`src/rtl/ising_solution_reader.sv`:
```
// Readout stage for top_ising: waits for a stable phase vector, normalises it
// to the local-field spin and scores its cut over the negative couplings.
module ising_solution_reader #(
  parameter  int N              = 6,
  parameter  int REF_INDEX      = N - 1,
  parameter  int STABLE_CYCLES  = 16,
  parameter  int TIMEOUT_CYCLES = 4096,
  localparam int P              = N * (N - 1) / 2,
  localparam int CW             = $clog2(P + 1)
) (
  input  logic               clk,
  input  logic               rst,
  input  logic [N*(N-1)-1:0] weights,
  input  logic [N-1:0]       phase,
  input  logic               start,
  output logic               busy,
  output logic               sol_valid,
  input  logic               sol_ready,
  output logic [N-1:0]       solution,
  output logic [CW-1:0]      cut_size,
  output logic               timed_out
);

  localparam int SW = $clog2(STABLE_CYCLES + 1);
  localparam int TW = $clog2(TIMEOUT_CYCLES);
  localparam int IW = $clog2(N + 1);
  localparam int PW = $clog2(P + 1);

  localparam logic [SW-1:0] STAB_LAST = SW'(STABLE_CYCLES - 1);
  localparam logic [SW-1:0] STAB_MAX  = SW'(STABLE_CYCLES);
  localparam logic [TW-1:0] TO_LAST   = TW'(TIMEOUT_CYCLES - 1);
  localparam logic [PW-1:0] PAIR_END  = PW'(P);
  localparam logic [IW-1:0] N_LAST    = IW'(N - 1);

  typedef enum logic [1:0] {
    IDLE,
    SETTLE,
    SCORE,
    DONE
  } state_t;

  state_t              state_q, state_d;
  logic [N-1:0]        ps1_q, ps2_q, psp_q;
  logic [SW-1:0]       stab_q, stab_d;
  logic [TW-1:0]       to_q, to_d;
  logic [CW-1:0]       cut_q, cut_d;
  logic [PW-1:0]       pidx_q, pidx_d;
  logic [IW-1:0]       i_q, i_d;
  logic [IW-1:0]       j_q, j_d;
  logic [N-1:0]        cap_q, cap_d;
  logic [N*(N-1)-1:0]  wcap_q, wcap_d;
  logic                tout_q, tout_d;
  logic                same;
  logic [N-1:0]        norm;

  assign same = (ps2_q == psp_q);
  assign norm = ps2_q ^ {N{~ps2_q[REF_INDEX]}};

  always_comb begin
    state_d   = state_q;
    stab_d    = stab_q;
    to_d      = to_q;
    cut_d     = cut_q;
    pidx_d    = pidx_q;
    i_d       = i_q;
    j_d       = j_q;
    cap_d     = cap_q;
    wcap_d    = wcap_q;
    tout_d    = tout_q;
    busy      = 1'b0;
    sol_valid = 1'b0;
    solution  = '0;
    cut_size  = '0;
    unique case (state_q)
      IDLE: begin
        stab_d = '0;
        to_d   = '0;
        cut_d  = '0;
        pidx_d = '0;
        i_d    = '0;
        j_d    = IW'(1);
        tout_d = 1'b0;
        if (start) state_d = SETTLE;
      end
      SETTLE: begin
        busy = 1'b1;
        to_d = to_q + 1'b1;
        if (!same) stab_d = '0;
        else if (stab_q != STAB_MAX) stab_d = stab_q + 1'b1;
        // stability wins over a timeout landing on the same cycle
        if (same && stab_q == STAB_LAST) begin
          cap_d   = norm;
          wcap_d  = weights;
          state_d = SCORE;
        end else if (to_q == TO_LAST) begin
          cap_d   = norm;
          wcap_d  = weights;
          tout_d  = 1'b1;
          state_d = SCORE;
        end
      end
      SCORE: begin
        busy = 1'b1;
        if (pidx_q == PAIR_END) begin
          state_d = DONE;
        end else begin
          if (wcap_q[{pidx_q, 1'b0} +: 2] == 2'b00 &&
              cap_q[i_q] != cap_q[j_q])
            cut_d = cut_q + 1'b1;
          pidx_d = pidx_q + 1'b1;
          if (j_q == N_LAST) begin
            i_d = i_q + 1'b1;
            j_d = i_q + IW'(2);
          end else begin
            j_d = j_q + 1'b1;
          end
        end
      end
      DONE: begin
        sol_valid = 1'b1;
        solution  = cap_q;
        cut_size  = cut_q;
        if (sol_ready) state_d = IDLE;
      end
      default: state_d = IDLE;
    endcase
  end

  assign timed_out = tout_q;

  always_ff @(posedge clk) begin
    if (rst) begin
      state_q <= IDLE;
      ps1_q   <= '0;
      ps2_q   <= '0;
      psp_q   <= '0;
      stab_q  <= '0;
      to_q    <= '0;
      cut_q   <= '0;
      pidx_q  <= '0;
      i_q     <= '0;
      j_q     <= '0;
      cap_q   <= '0;
      wcap_q  <= '0;
      tout_q  <= 1'b0;
    end else begin
      state_q <= state_d;
      ps1_q   <= phase;
      ps2_q   <= ps1_q;
      psp_q   <= ps2_q;
      stab_q  <= stab_d;
      to_q    <= to_d;
      cut_q   <= cut_d;
      pidx_q  <= pidx_d;
      i_q     <= i_d;
      j_q     <= j_d;
      cap_q   <= cap_d;
      wcap_q  <= wcap_d;
      tout_q  <= tout_d;
    end
  end

endmodule
```
`config.mk`:
```
export PLATFORM = sky130hd
export DESIGN_NAME = ising_solution_reader
export DESIGN_NICKNAME = d
export VERILOG_FILES = /design/src/rtl/ising_solution_reader.sv
export SDC_FILE = /design/constraint.sdc
export NUM_CORES = 1
export LEC_CHECK = 0
export ABC_AREA = 1
export BUFFER_PORTS_ARGS = -buffer_cell sky130_fd_sc_hd__buf_2
export CORE_MARGIN = 1.5
export CORE_UTILIZATION = 40
export CTS_BUF_LIST = sky130_fd_sc_hd__clkbuf_16
export CTS_CLUSTER_SIZE = 16
export DETAILED_ROUTE_END_ITERATION = 12
export MAX_ROUTING_LAYER = met4
export PLACE_DENSITY_LB_ADDON = 0.25
export SLEW_MARGIN = 20
export SYNTH_ARGS = -nofsm -noshare
export SYNTH_HDL_FRONTEND = slang
export SYNTH_SLANG_ARGS = --single-unit
```
`constraint.sdc`:
```
create_clock -name clk -period 4.6 [get_ports clk]
set_input_delay 0.46 -clock clk [delete_from_list [all_inputs] [get_ports clk]]
set_output_delay 0.46 -clock clk [all_outputs]
set_load 0.01 [all_outputs]
```
==> Word level (Yosys, flattened, before mapping) <==
Cells that the tools add are included.
{ "op_classes": {"addsub": 7, "order_cmp": 2, "n_eq_ne": 20, "shift": 1, "n_mux": 36, "bitwise": 2, "reduce_logical": 15} }
{ "ops": {"columns": ["op", "count"], "rows": [
  ["2-to-1 mux 30 bit", 2],
  ["indexed part select 30 x 6 -> 2 bit", 1],
  ["one-hot mux 12 bit (2 select lines)", 1],
  ["2-to-1 mux 6 bit", 3],
  ["2-to-1 mux 4 bit", 4],
  ["inequality test 2 bit (second input constant)", 8],
  ["one-hot mux 4 bit (2 select lines)", 2],
  ["adder 12 x 1 -> 12 bit (second input constant)", 1],
  ["== test 12 bit (second input constant)", 1],
  ["2-to-1 mux 3 bit", 4],
  ["one-hot mux 3 bit (2 select lines)", 2],
  ["2-to-1 mux 2 bit", 5],
  ["2-to-1 mux 5 bit", 2],
  ["one-hot mux 5 bit (2 select lines)", 1],
  ["AND reduction 3 bit", 3],
  ["adder 4 x 1 -> 4 bit (second input constant)", 2],
  ["less-than comparator 3 x 4 -> 1 bit (second input constant)", 2],
  ["one-hot mux 2 bit (4 select lines)", 1],
  ["adder 3 x 1 -> 3 bit (second input constant)", 2],
  ["binary-select mux 1 bit (select 3 bit)", 2],
  ["== test 6 bit", 1],
  ["2-to-1 mux 1 bit", 6],
  ["inequality test 3 bit (second input constant)", 2],
  ["AND reduction 2 bit", 3],
  ["other kinds (17)", 22]
]} }
{ "totals": {"reg_bits": 88, "inputBits": 40, "out_inout_bits": 13, "elab_cells": 96} }

==> Depth between registers and ports, before layout <==
{ "logic_depth": {"ltp_word": 7, "depth_mapped": 12, "ltp_nobuf": 12} }

==> Worst setup path after synthesis <==
No wires, ideal clock.
{ "synth_timing": {"kind": "register -> register", "from": "register to_q[0]", "to": "register wcap_q[16]", "setup_time_ns": 0.113, "t_arrival_ns": 1.602, "t_required_ns": 4.487, "setup_slack_ns": 2.885, "path_stages_with_launch": 11, "n_path_buf": 1, "synth_period_minus_slack_ns": 1.715, "path_cell_list": "dfxtp_1 > ha_1 > nand2_1 > nor2_2 > nand4_1 > or3_4 > nand2_4 > nand2_4 > buf_4 > o21ai_1 > nor2_1"} }
{ "synth_between": {"elab_chain_len": 3} }
{ "synth_lines": {"columns": ["item", "line_no", "source"], "rows": [
  ["start: declaration", "45", "logic [TW-1:0] to_q, to_d;"],
  ["start signal: assignment", "152", "to_q <= to_d;"],
  ["== test 12 bit", "95", "end else if (to_q == TO_LAST) begin"],
  ["nonzero test 2 bit (no line)", null, null],
  ["AND reduction 2 bit (no line)", null, null],
  ["end signal: assignment", "158", "wcap_q <= wcap_d;"],
  ["end: declaration", "51", "logic [N*(N-1)-1:0] wcap_q, wcap_d;"]
]} }
Every way passes these cells.
A chain may end at the register's enable or synchronous reset.

==> Final worst setup path <==
{ "layout_timing": {"from": "register to_q[0]", "to": "register wcap_q[7]"} }
Same word-level chain as after synthesis.

==> results by group <==
Logic synthesis
  – Main combinational cell family by area after synthesis: simple AND/OR/NAND/NOR gates
  – Sequential area share after synthesis: 42.9%
  – Synthesized area: 4110 sq um
  – #FFs+latches synth: 88
  – EDFF count, synth: 0
  – Synth area leader: dfxtp_1
  – Netlist cell types: 37
  – Top-area cell type share of the netlist area: 42.9%
  – XOR/XNOR Fraction of Synth Area: 2.56%
  – Synth Net Count: 633
  – Post-Synth Simple-Gate Area: 28.4%
  – Post-synth top cells: nor2_1, nand2_1, dfxtp_1
  – Syn Inst Count: 580
  – Most numerous cell in the Yosys netlist: nor2_1
  – Synth Area in Compound Gates: 12.2%
  – Adder-Cell Fraction of Synth Area: 3.96%
  – Async SR Flop Fraction: 0%
  – Synth warnings: 0
  – Primary FF master, synth: dfxtp_1
  – Top post-synthesis cells by area: dfxtp_1, nor2_1, nand2_1, inv_1, o21ai_0
  – Mux share of post-synthesis cell area: 0%
  – Syn avg cell area: 7.08 sq um

Placed design
  – Port Buffer Count: 52
  – DP HPWL: 6130 microns
  – Placed cell count: 747
  – Gpl congestion: 0.893
  – DP Area: 4420 sq um

Floorplanning
  – Area of the die: 10900 sq um
  – Core area: 9860 sq um
  – Die Span Y: 104 microns
  – Initial Utilization: 41.6%
  – Row count: 36
  – Die width: 104 microns
  – IO Count: 53

GRT
  – GRT overflow: 0
  – Pin count of the biggest net entering global routing: 38
  – Most used routing layer: met2
  – Met2 Use GR: 29.5%
  – GRT met1 Usage: 20.2%
  – Tot GR Track Use: 17.1%
  – Met3 Usage GRT: 2.94%
  – Vias in the first global route: 3433
  – First-pass GRT wire length: 14900 microns
  – Initial antenna violation count: 0

Clocking
  – Post-cts sizing count: 0
  – Clock slew at reported path FFs: 0.07 ns
  – Worst-Skew Late Latency: 0.33 ns
  – Hold_buf cts: 0
  – Max H-tree Level: 3
  – Post-CTS Setup Bufs: 0
  – CTS Buffer Depth: 2
  – Clock sinks: 88
  – Root Buffer: clkbuf_16
  – CTS tree: yes
  – TritonCTS buffer count: 9

Worst setup path
  – R2R Setup Slk: 2.51 ns
  – R2R cell count: 10
  – Slowest stage cell, crit path: or3_4
  – CP endpoint kind: register
  – Setup Crit Path Kind: reg2reg
  – Crit Path Max Fanout: 37
  – Critical Path Max Stage Delay: 0.37 ns
  – Worst Setup Start Kind: register
  – Critical Path RT: 4.86 ns
  – Critical path's top delay family: simple AND/OR/NAND/NOR gates
  – Worst r2r src: to_q[0]$_SDFFE_PP0P_
  – Reg-to-reg endpoint: wcap_q[7]$_SDFFE_PP0P_
  – WP data arrival: 2.35 ns
  – Crit path buf inv count: 1
  – Worst path cell trace: ha_1 > nand2_1 > nor2_2 > nand4_1 > or3_4 > nand2_4 > nand2_4 > inv_8 > nor2_1 > nor2_1

Pwr
  – Peak supply drop: 0.000234 V
  – PD cells: 437 nW/um^2
  – Tot Pwr: 2050 uW
  – LEAKAGE: 0.00204 uW

Timing
  – Final Cycle Share: 45.5%
  – TNS Setup: 0 ns
  – Final Max Slew Viols: 0
  – Slew at the pin closest to its max-slew limit: 0.698 ns
  – Final Skew: 0.00598 ns
  – F_max: 0.478 GHz
  – Fin crit period: 2.09 ns
  – Final hold violations: 0
  – # setup viols final: 0
  – RSZ-0062 raised after global routing: no
  – Worst rel slew slack: 53.5%

Route
  – Vias per inst: 4.74
  – DRC viols: 0
  – Drt total wl: 8580 microns
  – Drt pass-1 iters: 4
  – WL/cell: 11.2 microns
  – DRT iter0 DRCs: 107
  – Vias: 3616
  – DRT antenna net count: 0

Status
  – Status: complete, no violations

Worst hold path
  – Critical hold path startpoint: phase[2]
  – Worst Hold Class: in2reg
  – Hold Path Sink: ps1_q[2]$_SDFF_PP0_
  – Worst hold path depth: 3

Layout
  – Design Area, Final: 4700 sq um
  – N_diodes: 0
  – Layout area overhead: 14.5%
  – Fill cell count: 999
  – Layout cells sized above 1: 12.2%
  – Final Util: 47.7%
  – Final cell count without fillers: 763
  – Nets: 678

Flow run
  – Total of max-cap violations: 0
==> how the worst max path moves through the flow <==
| stage | cells after the start | slack (ns) | startpoint | to |
|---|---|---|---|---|
| floorplan | 10 | 2.88 | to_q[0]$_SDFFE_PP0P_ | wcap_q[16]$_SDFFE_PP0P_ |
| global placement | 5 | 2.51 | rst | wcap_q[7]$_SDFFE_PP0P_ |
| detailed placement | 5 | 2.50 | rst | wcap_q[22]$_SDFFE_PP0P_ |
| CTS | 10 | 2.47 | to_q[0]$_SDFFE_PP0P_ | wcap_q[7]$_SDFFE_PP0P_ |
| global route | 10 | 2.28 | state_q[1]$_SDFFE_PP0P_ | to_q[9]$_SDFFE_PP0P_ |
| finish | 10 | 2.51 | to_q[0]$_SDFFE_PP0P_ | wcap_q[7]$_SDFFE_PP0P_ |
==> layout make-up <==
class	instances	area (sq um)	share of cell area, %
multi-input combinational	399	1930	41.1
sequential	88	1760	37.5
inverter	74	285	6.07
timing repair buffer	53	268	5.69
clock buffer	9	225	4.79
tap	133	166	3.54
clock inverter	7	61.3	1.30
==> registers in the layout (all words and copies together), names as in the netlist <==
register and count:
stab_q 5, wcap_q 30, ps2_q 6, timed_out 1
i_q 3, pidx_q 4, cap_q 6, cut_q 4
state_q 2, to_q 12, j_q 3, ps1_q 6
psp_q 6
==> per-layer routing <==
| layer | routed length (microns) | share of wire, % |
|---|---|---|
| met5 | 0 | 0 |
| met3 | 280 | 3.3 |
| met4 | 89 | 1.0 |
| met2 | 4120 | 48 |
| met1 | 4090 | 48 |
==> power by group <==
| part | internal, uW | switching, uW |
|---|---|---|
| registers | 802 | 49.4 |
| clock network | 378 | 318 |
| logic | 165 | 340 |
| total | 1350 | 707 |
==> per-stage QoR <==
| step | hold WS, ns | setup WS, ns |
|---|---|---|
| 5_1_grt | 0.323 | 2.28 |
| 3_5_place_dp | 0.393 | 2.50 |
| 6_report | 0.321 | 2.51 |
| 4_1_cts | 0.313 | 2.47 |
| 2_1_floorplan | 0.388 | 2.88 |
| 3_3_place_gp | 0.389 | 2.51 |
==> cells in the final DEF, fill, tap and decap left out <==
cell type / n
a211oi_1: 4
a21oi_1: 29
a22oi_1: 2
a31oi_1: 2
and2_0: 1
buf_2: 52
buf_4: 1
clkbuf_16: 9
clkinv_1: 1
clkinv_4: 1
dfxtp_1: 88
ha_1: 13
inv_1: 71
inv_2: 2
inv_6: 3
inv_8: 3
nand2_1: 95
nand2_2: 1
nand2_4: 2
nand3_1: 32
nand3b_1: 3
nand4_1: 5
nor2_1: 133
nor2_2: 2
nor3_1: 2
nor3b_1: 1
nor4_1: 1
o211ai_1: 5
o21a_1: 1
o21ai_0: 37
o21ai_1: 11
o22ai_1: 1
o31ai_1: 1
or2_0: 2
or3_4: 1
xnor2_1: 8
xor2_1: 4
==> cells by family (layout without fill, tap and decap cells) <==
group / after synthesis / in the layout
AOI/OAI and AO/OA: 93 / 93
and+or+nand+nor: 281 / 281
adders and majority gates: 13 / 13
xor gates and xnor gates: 12 / 12
DFF: 88 / 88
buffers and inverters: 93 / 143
==> worst register-to-register path: cells and delay by family (launching register included) <==
kind	cells	cell delay, ns
and+or+nand+nor	8	1.15
DFF	1	0.36
buffers and inverters	1	0.30
adders and majority gates	1	0.20
Note: power is estimated with default switching activity, not from simulation.
